$ cat src/rtl/tlc_timed_2way.sv
// Two-road timed traffic light controller.
// Moore FSM with all-red clearance and alternating tie-break.
module tlc_timed_2way #(
  parameter int CW        = 8,
  parameter int GREEN_MIN = 4,
  parameter int GREEN_MAX = 12,
  parameter int YELLOW_T  = 3,
  parameter int ALLRED_T  = 2
) (
  input  logic       clk,
  input  logic       reset,
  input  logic       Ta,
  input  logic       Tb,
  output logic [1:0] La,
  output logic [1:0] Lb,
  output logic [2:0] phase,
  output logic       last_served
);

  localparam logic [2:0] ALLRED = 3'b000;
  localparam logic [2:0] A_GRN  = 3'b001;
  localparam logic [2:0] A_YEL  = 3'b010;
  localparam logic [2:0] B_GRN  = 3'b011;
  localparam logic [2:0] B_YEL  = 3'b100;

  localparam logic [1:0] GRN = 2'b00;
  localparam logic [1:0] YEL = 2'b01;
  localparam logic [1:0] RED = 2'b10;

  // Thresholds are "last cycle" values of tmr.
  localparam logic [CW-1:0] T_MIN = CW'(GREEN_MIN - 1);
  localparam logic [CW-1:0] T_MAX = CW'(GREEN_MAX - 1);
  localparam logic [CW-1:0] T_YEL = CW'(YELLOW_T - 1);
  localparam logic [CW-1:0] T_AR  = CW'(ALLRED_T - 1);
  localparam logic [CW-1:0] ONE   = CW'(1);

  logic [2:0]    state;
  logic [2:0]    state_n;
  logic [CW-1:0] tmr;
  logic          ls_n;

  always_ff @(posedge clk) begin
    if (!reset) begin
      state       <= ALLRED;
      tmr         <= '0;
      last_served <= 1'b1;
    end else begin
      state       <= state_n;
      last_served <= ls_n;
      if (state_n != state)
        tmr <= '0;
      else if (tmr != '1)
        tmr <= tmr + ONE;
    end
  end

  always_comb begin
    state_n = state;
    ls_n    = last_served;
    case (state)
      ALLRED: begin
        if (tmr >= T_AR && (Ta || Tb)) begin
          if (Ta && Tb)
            state_n = last_served ? A_GRN : B_GRN;
          else if (Ta)
            state_n = A_GRN;
          else
            state_n = B_GRN;
        end
      end
      A_GRN: begin
        if (tmr >= T_MIN &&
            (!Ta || (Tb && tmr >= T_MAX)))
          state_n = A_YEL;
      end
      A_YEL: begin
        if (tmr >= T_YEL) begin
          state_n = ALLRED;
          ls_n    = 1'b0;
        end
      end
      B_GRN: begin
        if (tmr >= T_MIN &&
            (!Tb || (Ta && tmr >= T_MAX)))
          state_n = B_YEL;
      end
      B_YEL: begin
        if (tmr >= T_YEL) begin
          state_n = ALLRED;
          ls_n    = 1'b1;
        end
      end
      default: state_n = ALLRED;
    endcase
  end

  always_comb begin
    La    = RED;
    Lb    = RED;
    phase = state;
    case (state)
      A_GRN:   La = GRN;
      A_YEL:   La = YEL;
      B_GRN:   Lb = GRN;
      B_YEL:   Lb = YEL;
      default: begin
        La = RED;
        Lb = RED;
      end
    endcase
  end

endmodule

$ cat config.mk
export PLATFORM = sky130hd
export DESIGN_NAME = tlc_timed_2way
export DESIGN_NICKNAME = d
export VERILOG_FILES = /design/src/rtl/tlc_timed_2way.sv
export SDC_FILE = /design/constraint.sdc
export NUM_CORES = 1
export LEC_CHECK = 0
export CAP_MARGIN = 20
export CORE_MARGIN = 10
export CORE_UTILIZATION = 40
export CTS_CLUSTER_DIAMETER = 50
export DETAILED_ROUTE_END_ITERATION = 12
export SLEW_MARGIN = 20
export SYNTH_ARGS = -nofsm -noshare
export SYNTH_HDL_FRONTEND = slang
export SYNTH_SLANG_ARGS = --single-unit
$ cat constraint.sdc
create_clock -name clk -period 5.1 [get_ports clk]
set_input_delay 1.53 -clock clk [delete_from_list [all_inputs] [get_ports clk]]
set_output_delay 1.53 -clock clk [all_outputs]
set_load 0.005 [all_outputs]
-- Word level (Yosys, flattened, before mapping)
Cells that the tools add are included.
Widths: inputs -> output; s select.
- flip-flop bits (word level): 12
- output and inout bits: 8
- logic and storage cells: 46
- reduce and logical (&&, ||, !) cells: 16
- bitwise operators: 1
- multiplexer cells: 13
- add/sub/neg operators: 1
- equal/unequal tests: 8
- order comparisons: 4
- operator list (operator ; number):
    $ge 8x2->1 const B ; 2
    $mux 3 ; 4
    $pmux 3 s4 ; 1
    $add 8x1->8 const B ; 1
    $ge 8x1->1 const B ; 1
    $ge 8x4->1 const B ; 1
    $ne 8x8->1 const B ; 1
    $pmux 2 s2 ; 2
    $eq 3x2->1 const B ; 2
    $logic_and 1x1->1 ; 6
    $mux 2 ; 3
    $ne 2x2->1 const B ; 2
    $reduce_or 2->1 ; 2
    $eq 3x1->1 const B ; 1
    $eq 3x3->1 const B ; 1
    $logic_not 3->1 ; 1
    $logic_or 1x1->1 ; 3
    $ne 3x3->1 ; 1
    $reduce_and 3->1 ; 1
    $logic_not 1->1 ; 2
    $mux 1 ; 2
    $pmux 1 s2 ; 1
    $reduce_bool 2->1 ; 1
    $not 1->1 ; 1

-- Longest topological paths before layout
- depth after elaboration: 8
- gate-level depth with buffers: 7
- gate-level depth less buffers: 7

-- Least setup slack after synthesis
Ideal clock, no wire load.
- path kind: input to register
- start point: in Ta
- end point: reg tmr[6]
- arrival time: 2.824 ns
- path buffers: 1
- data required time: 5.012 ns
- stages: 6
- setup slack: 2.188 ns
- cells stage by stage: clkbuf_2 nor3b_1 a21oi_1 a221oi_2 o2111ai_4 nor4_2
- word-level cells in the longest chain between the ends: 7
- elaborated cells on any way between the ends: 17
- those cells by class: eq/ne (1); mux (6); reduce/logical (10)
- RTL lines (what ; line ; source):
    start: declaration ; 12 ; input logic Ta,
    $logic_and 1x1->1 or $logic_not 1->1 (tied branches) ; 84, 73 ;
    $logic_or 1x1->1, on equally long branches ; 84, 73 ;
    $logic_and 1x1->1, on equally long branches ; 83, 72 ;
    $mux 3, on equally long branches ; 83, 72 ;
    $pmux 3 s4 * ; 60 ; case (state)
    $ne 3x3->1 * ; 50 ; if (state_n != state)
    $reduce_or 2->1 (no line) * ; -- ;
    end signal: assignment ; 53 ; tmr <= tmr + ONE;
    end: declaration ; 39 ; logic [CW-1:0] tmr;
Every way passes the cells marked *; elsewhere a longest branch is shown, timed or not.
A chain may end at the register's enable or synchronous reset.

-- Worst setup path after layout
- start point: reg state[1], in the netlist phase[1]
- end point: out La[0]
- word-level cells in the longest chain between the ends: 2
- elaborated cells on any way between the ends: 3
- those cells by class: eq/ne (2); mux (1)
- RTL lines (what ; line ; source):
    start: declaration ; 37 ; logic [2:0] state;
    start signal: assignment ; 48 ; state <= state_n;
    $eq 3x2->1 or $eq 3x1->1 (tied branches) ; 101 ; case (state)
    $pmux 2 s2 * ; 101 ;
    end: declaration ; 14 ; output logic [1:0] La,
Marked as above.

==> out/results.ini <==
[run_status]
status=completed

[power_and_ir_drop]
leakagePower_nw=0.380
peakVddDrop_v=0.000263
power_density_nw_per_um2=385

[die]
start_util_pct=42.0
dieArea_um2=4680
rows=17
die_width_um=68.4
core_um2=2230
io_pins=12
die_h_um=68.4

[route]
drt-pass1-iter-count=4
drtIter0Drc=49
wl_um=2170
vias=863
route.detailed.drc=0
vias_per_cell=5.75
wl_per_cell_um=14.5
antenna_left=0

[global_routing]
globalRouteTotalUtil_pct=9.73
met2_usage_pct=17.6
grt_max_degree=13
grt.met3_usage_pct=4.08
grt_pass1_vias=823
antenna_found_initial=0
grt_pass1_wl_um=3580
use_met1_pct=10.4
grt-ovfl-total=0
busiest_layer=met2

[logic_synthesis]
synth-seq-cells=12
synth_compound_area_share_pct=23.6
ys_types=42
yosys.area_share.adder_pct=7.47
synthMuxAreaShare_pct=2.27
synth-simple-area-share_pct=30.1
syn_area_um2=938
yosys_warnings=0
synth_top_family_by_area=simple AND/OR/NAND/NOR gates
netlist_instances=113
synth_xor_area_share_pct=3.73
ys_seq_area_share_pct=25.6
synth_area_per_cell_um2=8.30
syn_nets=121

[final_layout]
multiInputGateArea_um2=631
drive_above_1_share_pct=13.1
diodes=0
regArea_um2=240
area_growth_pct=14.3
fin_nets=132
post-route-util_pct=48.0
layout.cells.non_filler=150
fillers=233

[sta]
setup_slack_ns=1.57
relSlewSlack_pct=55.2
setup-violations-final=0
final.setup.tns_ns=0
rsz0062_at_grt=no
finalCritPeriodShare_pct=69.2
tightestPinTransition_ns=0.667
hold_viol_final=0
max_freq_mhz=284
fin_skew_ns=0.00549
final.min_clock_period_ns=3.53
drv_slew=0

[worst_setup_path]
worstSetupEndpointType=output pin
crit_type=register to output pin
rr_worst_depth=7
r2r_slack_ns=2.88
cp_data_required_time_ns=3.57
crit_path_max_fanout=12
rr_startpoint=tmr[0]
arrival_ns=2.00
r2r_end=tmr[6]
startpoint=phase[1]
start_kind=register

[clock_tree]
cts_htree_levels=1
cts_buffer_depth=2
cts_buffers=3
clk_pin_slew_worst_paths_ns=0.07
cts_hold_buffers=0
cts.sinks=12
cts_tree=yes
cts_setup_buffers=0
clock_latency_ns=0.28
cts_resized=0
cts_root_buffer=clkbuf_4

[placement]
place_congestion=0.827
pre_cts_ws_ns=1.47
place_inst=147
port_buffers=11
place.detailed.hpwl_um=1710

[min_path]
min_from=last_served
hold_path_class=register to register
worst_hold_path.num_cells=2
min_to=last_served

[job]
maxCapViolCount=0

[critical path, stage by stage (launching register included)]
cell	delay, ns
dfxtp_1	0.60
inv_1	0.18
or3_1	0.37
inv_1	0.07
clkdlybuf4s50_1	0.49
[power breakdown]
part           switching, mW  internal (mW)
combinational          0.117          0.103
sequential            0.0265          0.109
clock                 0.0303         0.0274
[flip-flops by register name, summed over array words and instances (netlist names)]
signal,flops
last_served,1
phase,3
tmr,8
[stage by stage]
stage               instance area, µm²  power, mW  hold slack, ns
floorplan                          938      0.292           0.508
global placement                  1050      0.357           0.517
detailed placement                1050      0.361           0.531
CTS                               1070      0.419           0.541
global route                      1070      0.447           0.559
finish                            1070      0.413           0.537
[layout make-up]
type | count | area share, %
multi-input combinational | 87 | 58.8
clock buffer | 3 | 2.10
sequential | 12 | 22.4
inverter | 9 | 3.15
timing repair buffer | 11 | 10.3
tap | 28 | 3.27
[worst max-delay path by stage]
stage	end	slack, ns	cells after the start
after floorplan	tmr[6]	2.19	6
after global placement	tmr[7]	1.62	6
after detailed placement	tmr[6]	1.47	6
after CTS	La[0]	1.56	4
after global routing	La[0]	1.46	4
final	La[0]	1.57	4
[routing by layer]
layer	share of wire [%]	up-vias
met1	44	413
met4	0.32	0
li1	-	430
met3	7.7	2
met5	0	-
met2	48	18
[cell families after synthesis]
logic type | Yosys count
flops | 12
buf+inv | 14
simple gates | 48
fa+ha+maj | 6
xor+xnor | 4
compound gates | 27
mux | 2
[placed cells by master (no fill, tap or decap), types with 4 or more instances in the layout]
| master | Yosys | final |
|---|---|---|
| ha_1 | 4 | 4 |
| o211ai_1 | 4 | 4 |
| inv_1 | 9 | 9 |
| dfxtp_1 | 12 | 12 |
| nor3_1 | 7 | 7 |
| o21ai_0 | 5 | 5 |
| clkdlybuf4s50_1 | 0 | 11 |
| nor2_1 | 9 | 9 |
| a21oi_1 | 5 | 5 |
| nand2_1 | 9 | 9 |
[cells in the mapped netlist (all sizes together)]
library cell	n	area [µm²]
nor2b	3	18.8
dfxtp	12	240
o21ai	5	25.0
inv	9	33.8
a21oi	5	25.0
xnor2	2	17.5
or4b	1	13.8
and2	2	13.8
or4	1	11.3
ha	4	50.1
o22ai	2	12.5
a21boi	2	15.0
a31oi	2	12.5
mux2	1	11.3
a2111oi	1	15.0
nand4	2	12.5
a221oi	2	23.8
nor3b	1	7.51
nor2	9	33.8
or3	2	12.5
and4	2	17.5
nand3	3	15.0
and3	1	7.51
or2	1	6.26
maj3	2	20.0
nor3	7	35.0
mux2i	1	10.0
xor2	2	17.5
o211ai	4	30.0
a211oi	1	20.0
nor4	4	43.8
buf	4	28.8
clkbuf	1	5.00
nand2	9	33.8
a21o	2	16.3
o2111ai	1	26.3
No activity file was read; power rests on OpenSTA's default activity.
